### config.mk
export PLATFORM = sky130hd
export DESIGN_NAME = mp_icache_ctrl
export DESIGN_NICKNAME = d
export VERILOG_FILES = /design/src/rtl/mp_icache_ctrl.sv
export SDC_FILE = /design/constraint.sdc
export NUM_CORES = 1
export LEC_CHECK = 0
export CORE_MARGIN = 3
export CORE_UTILIZATION = 25
export DETAILED_ROUTE_END_ITERATION = 8
export HOLD_SLACK_MARGIN = 0.02
export PLACE_DENSITY = 0.47
export SETUP_SLACK_MARGIN = 0.05
export SLEW_MARGIN = 10
export SYNTH_ARGS = -nofsm -noshare
export SYNTH_HDL_FRONTEND = slang
export SYNTH_SLANG_ARGS = --single-unit
### constraint.sdc
create_clock -name sys_clk -period 4.1 [get_ports sys_clk]
set_input_delay 1.025 -clock sys_clk [delete_from_list [all_inputs] [get_ports sys_clk]]
set_output_delay 1.025 -clock sys_clk [all_outputs]
set_load 0.02 [all_outputs]
### src/rtl/mp_icache_ctrl.sv
`default_nettype none
// +--------------------------------------------------------------------------+
// | Module   : mp_icache_ctrl                                                |
// | Purpose  : Direct-mapped instruction cache refill/lookup controller.     |
// |            Owns the tag and valid arrays and drives the 1R1W data array  |
// |            (1-cycle registered read). A miss fetches the whole line over |
// |            the memory bus, writes it into the array, then replays the    |
// |            lookup so that the next cycle hits.                           |
// | Ports    : sys_clk/sys_rst   clock, synchronous active-high reset        |
// |            icache_*          fetch-side request / response handshake     |
// |            arr_*             data-array read and write ports             |
// |            mem_*             line-refill memory bus                      |
// |            perf_hit/miss     event counters (ICACHE_PERF_EN only)        |
// | Options  : ICACHE_PERF_EN   adds 32-bit hit/miss counters and ports      |
// | Revision : 1.0  initial release                                          |
// +--------------------------------------------------------------------------+
module mp_icache_ctrl #(
    parameter int INDEX_BITS = 6,
    parameter int OFS_BITS   = 3
) (
    input  logic                           sys_clk,
    input  logic                           sys_rst,
    input  logic                           icache_ack,
    input  logic [29:0]                    icache_addr,
    output logic                           icache_rdy,
    output logic                           icache_vld,
    input  logic                           icache_flush,
    output logic                           arr_rd_en,
    output logic [INDEX_BITS+OFS_BITS-1:0] arr_rd_addr,
    output logic                           arr_wr_en,
    output logic [INDEX_BITS+OFS_BITS-1:0] arr_wr_addr,
    output logic [31:0]                    arr_wr_data,
    output logic                           mem_req,
    output logic [29:0]                    mem_addr,
    input  logic                           mem_gnt,
    input  logic                           mem_rvld,
    input  logic [31:0]                    mem_rdata
`ifdef ICACHE_PERF_EN
    ,
    output logic [31:0]                    perf_hit,
    output logic [31:0]                    perf_miss
`endif
);

    localparam int c_TAG_BITS = 30 - INDEX_BITS - OFS_BITS;
    localparam int c_LINES    = 1 << INDEX_BITS;
    localparam int c_AW       = INDEX_BITS + OFS_BITS;

    localparam logic [1:0] c_S_IDLE   = 2'd0;
    localparam logic [1:0] c_S_REQ    = 2'd1;
    localparam logic [1:0] c_S_FILL   = 2'd2;
    localparam logic [1:0] c_S_REPLAY = 2'd3;

    localparam logic [OFS_BITS-1:0] c_LAST_BEAT = '1;

    logic [1:0]            r_state;
    logic [1:0]            w_state_nxt;
    logic [29:0]           r_la;
    logic                  r_pend;
    logic                  r_flush_pend;
    logic [OFS_BITS-1:0]   r_cnt;
    logic [c_LINES-1:0]    r_valid;
    logic [c_TAG_BITS-1:0] r_tag [c_LINES];

    logic [INDEX_BITS-1:0] w_idx;
    logic [c_TAG_BITS-1:0] w_la_tag;
    logic                  w_hit;
    logic                  w_miss;
    logic                  w_accept;
    logic                  w_beat;
    logic                  w_last_beat;

    assign w_idx       = r_la[OFS_BITS +: INDEX_BITS];
    assign w_la_tag    = r_la[29 -: c_TAG_BITS];
    // r_pend is only ever set while IDLE, so a lookup can only hit there.
    assign w_hit       = r_pend & r_valid[w_idx] & (r_tag[w_idx] == w_la_tag);
    assign w_miss      = (r_state == c_S_IDLE) & r_pend & ~w_hit;
    assign icache_rdy  = (r_state == c_S_IDLE) & ~(r_pend & ~w_hit);
    assign w_accept    = icache_ack & icache_rdy;
    assign w_beat      = (r_state == c_S_FILL) & mem_rvld;
    assign w_last_beat = w_beat & (r_cnt == c_LAST_BEAT);

    assign icache_vld  = w_hit;
    assign arr_wr_en   = w_beat;
    assign arr_wr_addr = {w_idx, r_cnt};
    assign arr_wr_data = mem_rdata;
    assign mem_addr    = {r_la[29:OFS_BITS], {OFS_BITS{1'b0}}};

    always_comb begin
        w_state_nxt = r_state;
        arr_rd_en   = 1'b0;
        arr_rd_addr = icache_addr[c_AW-1:0];
        mem_req     = 1'b0;
        case (r_state)
            c_S_IDLE: begin
                arr_rd_en = w_accept;
                if (w_miss) begin
                    w_state_nxt = c_S_REQ;
                end
            end
            c_S_REQ: begin
                mem_req = 1'b1;
                if (mem_gnt) begin
                    w_state_nxt = c_S_FILL;
                end
            end
            c_S_FILL: begin
                if (w_last_beat) begin
                    w_state_nxt = c_S_REPLAY;
                end
            end
            c_S_REPLAY: begin
                // Re-read the missed word so it is on the array output in
                // the following IDLE cycle, where the lookup now hits.
                arr_rd_en   = 1'b1;
                arr_rd_addr = r_la[c_AW-1:0];
                w_state_nxt = c_S_IDLE;
            end
            default: w_state_nxt = c_S_IDLE;
        endcase
    end

    always_ff @(posedge sys_clk) begin
        if (sys_rst) begin
            r_state      <= c_S_IDLE;
            r_la         <= '0;
            r_pend       <= 1'b0;
            r_flush_pend <= 1'b0;
            r_cnt        <= '0;
            r_valid      <= '0;
        end else begin
            r_state <= w_state_nxt;
            case (r_state)
                c_S_IDLE: begin
                    if (w_miss) begin
                        // The pending lookup is parked during the refill and
                        // re-armed on the way out of REPLAY.
                        r_pend         <= 1'b0;
                        r_valid[w_idx] <= 1'b0;
                    end else if (w_accept) begin
                        r_la   <= icache_addr;
                        r_pend <= 1'b1;
                    end else if (w_hit) begin
                        r_pend <= 1'b0;
                    end
                    // Whole-vector clear overrides any per-line update above.
                    if (icache_flush) begin
                        r_valid <= '0;
                    end
                end
                c_S_REQ: begin
                    if (mem_gnt) begin
                        r_cnt <= '0;
                    end
                end
                c_S_FILL: begin
                    if (w_beat) begin
                        r_cnt <= r_cnt + 1'b1;
                        if (w_last_beat) begin
                            r_valid[w_idx] <= 1'b1;
                        end
                    end
                end
                c_S_REPLAY: begin
                    r_pend       <= 1'b1;
                    r_flush_pend <= 1'b0;
                    // A flush seen during the refill invalidates the freshly
                    // filled line too, so the replayed lookup refetches.
                    if (r_flush_pend | icache_flush) begin
                        r_valid <= '0;
                    end
                end
                default: ;
            endcase
            if (icache_flush && (r_state == c_S_REQ || r_state == c_S_FILL)) begin
                r_flush_pend <= 1'b1;
            end
        end
    end

    // Tag storage needs no reset: a tag is only consulted behind its valid bit.
    always_ff @(posedge sys_clk) begin
        if (!sys_rst && w_last_beat) begin
            r_tag[w_idx] <= w_la_tag;
        end
    end

`ifdef ICACHE_PERF_EN
    logic [31:0] r_perf_hit;
    logic [31:0] r_perf_miss;

    always_ff @(posedge sys_clk) begin
        if (sys_rst) begin
            r_perf_hit  <= '0;
            r_perf_miss <= '0;
        end else begin
            if (w_hit) begin
                r_perf_hit <= r_perf_hit + 32'd1;
            end
            if (w_miss) begin
                r_perf_miss <= r_perf_miss + 32'd1;
            end
        end
    end

    assign perf_hit  = r_perf_hit;
    assign perf_miss = r_perf_miss;
`endif

endmodule
`default_nettype wire

==> impl_metrics.env <==
export IMPL_outcome="complete, but fails checks"
export IMPL_violations="setup timing"
export IMPL_avgViaCountPerCell=4.95
export IMPL_max_slew_margin=0.172
export IMPL_cap_violations=0
export IMPL_rows=176
export IMPL_critical_path_arrival_ps=4990
export IMPL_grt_pass1_wl_mm=280
export IMPL_drt_first_pass_iters=5
export IMPL_seqPwrFrac=0.414
export IMPL_power_density_mw_per_mm2=571
export IMPL_synth_top_area_cell="edfxtp_1"
export IMPL_port_buffers=85
export IMPL_h_tree_depth=4
export IMPL_final_common_cell="edfxtp_1"
export IMPL_drc_errors=0
export IMPL_hold_path_class="flop to flop"
export IMPL_dp_hpwl_mm=124
export IMPL_setup_violations=106
export IMPL_cts_root_buffer="clkbuf_16"
export IMPL_critPathMaxFanout=7
export IMPL_power_frac_clock=0.345
export IMPL_finalCriticalPeriod_ps=6010
export IMPL_tns_ps=-51670
export IMPL_ir_drop_mv=0.454
export IMPL_totalPowerFinal_mw=41.5
export IMPL_final_cell_mix="1344 x edfxtp_1, 452 x buf_4, 323 x mux4_2"
export IMPL_timing_final_max_slew_violations=0
export IMPL_yosys_top_cells_area="edfxtp_1 69%, mux4_2 13%, dfxtp_1 3.7%"
export IMPL_vias=33763
export IMPL_cts_tree="yes"
export IMPL_r2r_slack_ps=-960
export IMPL_syn_avg_cell_area_um2=18.6
export IMPL_final_core_util=0.316
export IMPL_grtUsageMet3=0.0252
export IMPL_drive_gt1_frac=0.345
export IMPL_die_area_mm2=0.238
export IMPL_grt_antenna_before_repair=6
export IMPL_worstPathRequired_ps=3070
export IMPL_pre_cts_slack_ps=-2050
export IMPL_synth_distinct_cells=70
export IMPL_syn_cell_area_mm2=0.0581
export IMPL_hold_violations=0
export IMPL_first_global_vias=33478
export IMPL_cts_clk_slew_worst_paths_ps=60
export IMPL_rsz0062_at_grt="yes"
export IMPL_finalCritPeriodShare=1.47
export IMPL_ioPinCount=153
export IMPL_end_kind="output pin"
export IMPL_cts_sinks=1451
export IMPL_yosysTopAreaCellShare=0.695
export IMPL_timing_final_ws_setup_ps=-1910
export IMPL_met2_usage=0.267
export IMPL_routed_wl_mm=204
export IMPL_switching_share=0.292
export IMPL_synth_ff_type="edfxtp_1"
export IMPL_die_width_um=488
export IMPL_gp_congestion=0.834
export IMPL_power_switching_mw=12.1
export IMPL_critPathKind="flop to output pin"
export IMPL_synthArstFlopShare=0
export IMPL_drt_iter0_drc=3936
export IMPL_synth_edf_count=1344
export IMPL_die_h_um=488
export IMPL_grt_ovfl_total=0
export IMPL_p_leak_nw=23.2
export IMPL_ys_seq_area_frac=0.732
export IMPL_top_usage_layer="met2"
export IMPL_fin_worst_skew_ps=39.7
export IMPL_synth_warnings=0
export IMPL_startpoint_type="flop"
export IMPL_place_area_mm2=0.0661
export IMPL_ys_ff_latch=1451
export IMPL_fin_area_mm2=0.0727
export IMPL_drtAntennaViolNets=0
export IMPL_core_mm2=0.231
export IMPL_synthCells=3129
export IMPL_clock_latency_ps=810
export IMPL_grtUsageTotal=0.169
export IMPL_met1_usage=0.244
export IMPL_area_delta_synth_final_pct=25.2
export IMPL_wl_per_cell_um=29.9
export IMPL_numCtsBuffers=164
export IMPL_fmax_mhz=166
export IMPL_start_util=0.252
export IMPL_combPwrFrac=0.241
export IMPL_internal_power_mw=29.4
export IMPL_min_from="r_valid[20]"
export IMPL_grt_max_degree=67
export IMPL_max_slew_worst_pin_slew_ps=1240
export IMPL_fillers=22243
export IMPL_clk_path_buf_depth=3
export IMPL_nNetsFinal=3746
cell usage after synthesis (23+ instances only):
library cell  number
edfxtp_1        1344
mux4_2           323
nor2_1           193
mux2i_1          124
dfxtp_1          107
clkbuf_1          99
buf_4             97
nand3_1           91
nor3_1            85
a21oi_1           83
nand2_1           63
o21ai_0           63
a22oi_1           50
buf_2             42
a221oi_1          28
o21ai_1           27
o22ai_1           24
buf_6             23
stage by stage:
stage,hold slack [ps],cells
floorplan,446,3131
detailed placement,464,6474
global route,489,6825
CTS,459,6818
global placement,457,6474
finish,474,6827
worst max-delay path: stages (launching register included):
cell      delay, ps
dfxtp_4         400
buf_12          170
buf_16          150
buf_12          140
mux2i_2         160
a221oi_4        310
a221oi_2         90
buf_4           140
o211ai_1        630
xor2_1          230
o32ai_4         240
nand3_2         160
o41ai_4         650
buf_4           230
buf_6           100
nand3_4          80
a21oi_4         160
buf_6           130
timing repair:
action,in CTS,in global routing
pin swaps,18,25
cloned,7,1
hold buffers,0,0
endpoints found under the hold margin,0,0
setup buffers,43,6
endpoints found under the setup margin,106,106
gates resized for setup,112,47
registers in the layout, summed over array words and instances (netlist names), named ones only:
| name | cells |
|---|---|
| r_pend | 1 |
| r_la | 30 |
| r_cnt | 3 |
| r_valid | 64 |
| r_state | 2 |
| r_tag | 1344 |
| r_flush_pend | 1 |
cells by family after synthesis:
family / share of synthesized area
compound gates: 0.0416
xor+xnor: 0.00286
fa+ha+maj: 0.00151
buf+inv: 0.0288
flops: 0.732
mux: 0.150
other cells: 0.0000646
simple gates: 0.0438
metal layers:
layer  vias up  wire length, um
met5         -               13
met4         2             4910
met3       225            13000
met2      1295            95300
met1     18457            90700
li1      13784                -
final cells by class:
cell class	count	area [um^2]	area share
multi-input combinational	1392	14800	0.203
inverter	17	67.6	0.000929
clock buffer	218	4380	0.0602
sequential	1451	42500	0.585
tap	3026	3790	0.0520
clock inverter	76	820	0.0113
antenna	2	5.00	0.0000688
timing repair buffer	645	6350	0.0874
power by group through the flow:
stage | sequential [mW] | combinational (mW) | clock, mW
2_1_floorplan | 17.8 | 4.40 | 0
3_3_place_gp | 17.5 | 8.98 | 0
3_5_place_dp | 17.5 | 8.99 | 0
4_1_cts | 17.2 | 9.84 | 14.6
5_1_grt | 17.2 | 10.5 | 15.2
6_report | 17.2 | 9.99 | 14.3
final timing paths:
path,cells after the start,endpoint
worst max-delay path,17,arr_rd_en
worst min-delay path,2,r_valid[20]
worst max register to register,23,flop
worst min register to register,2,r_valid[20]
Note: power is estimated with default switching activity, not from simulation.
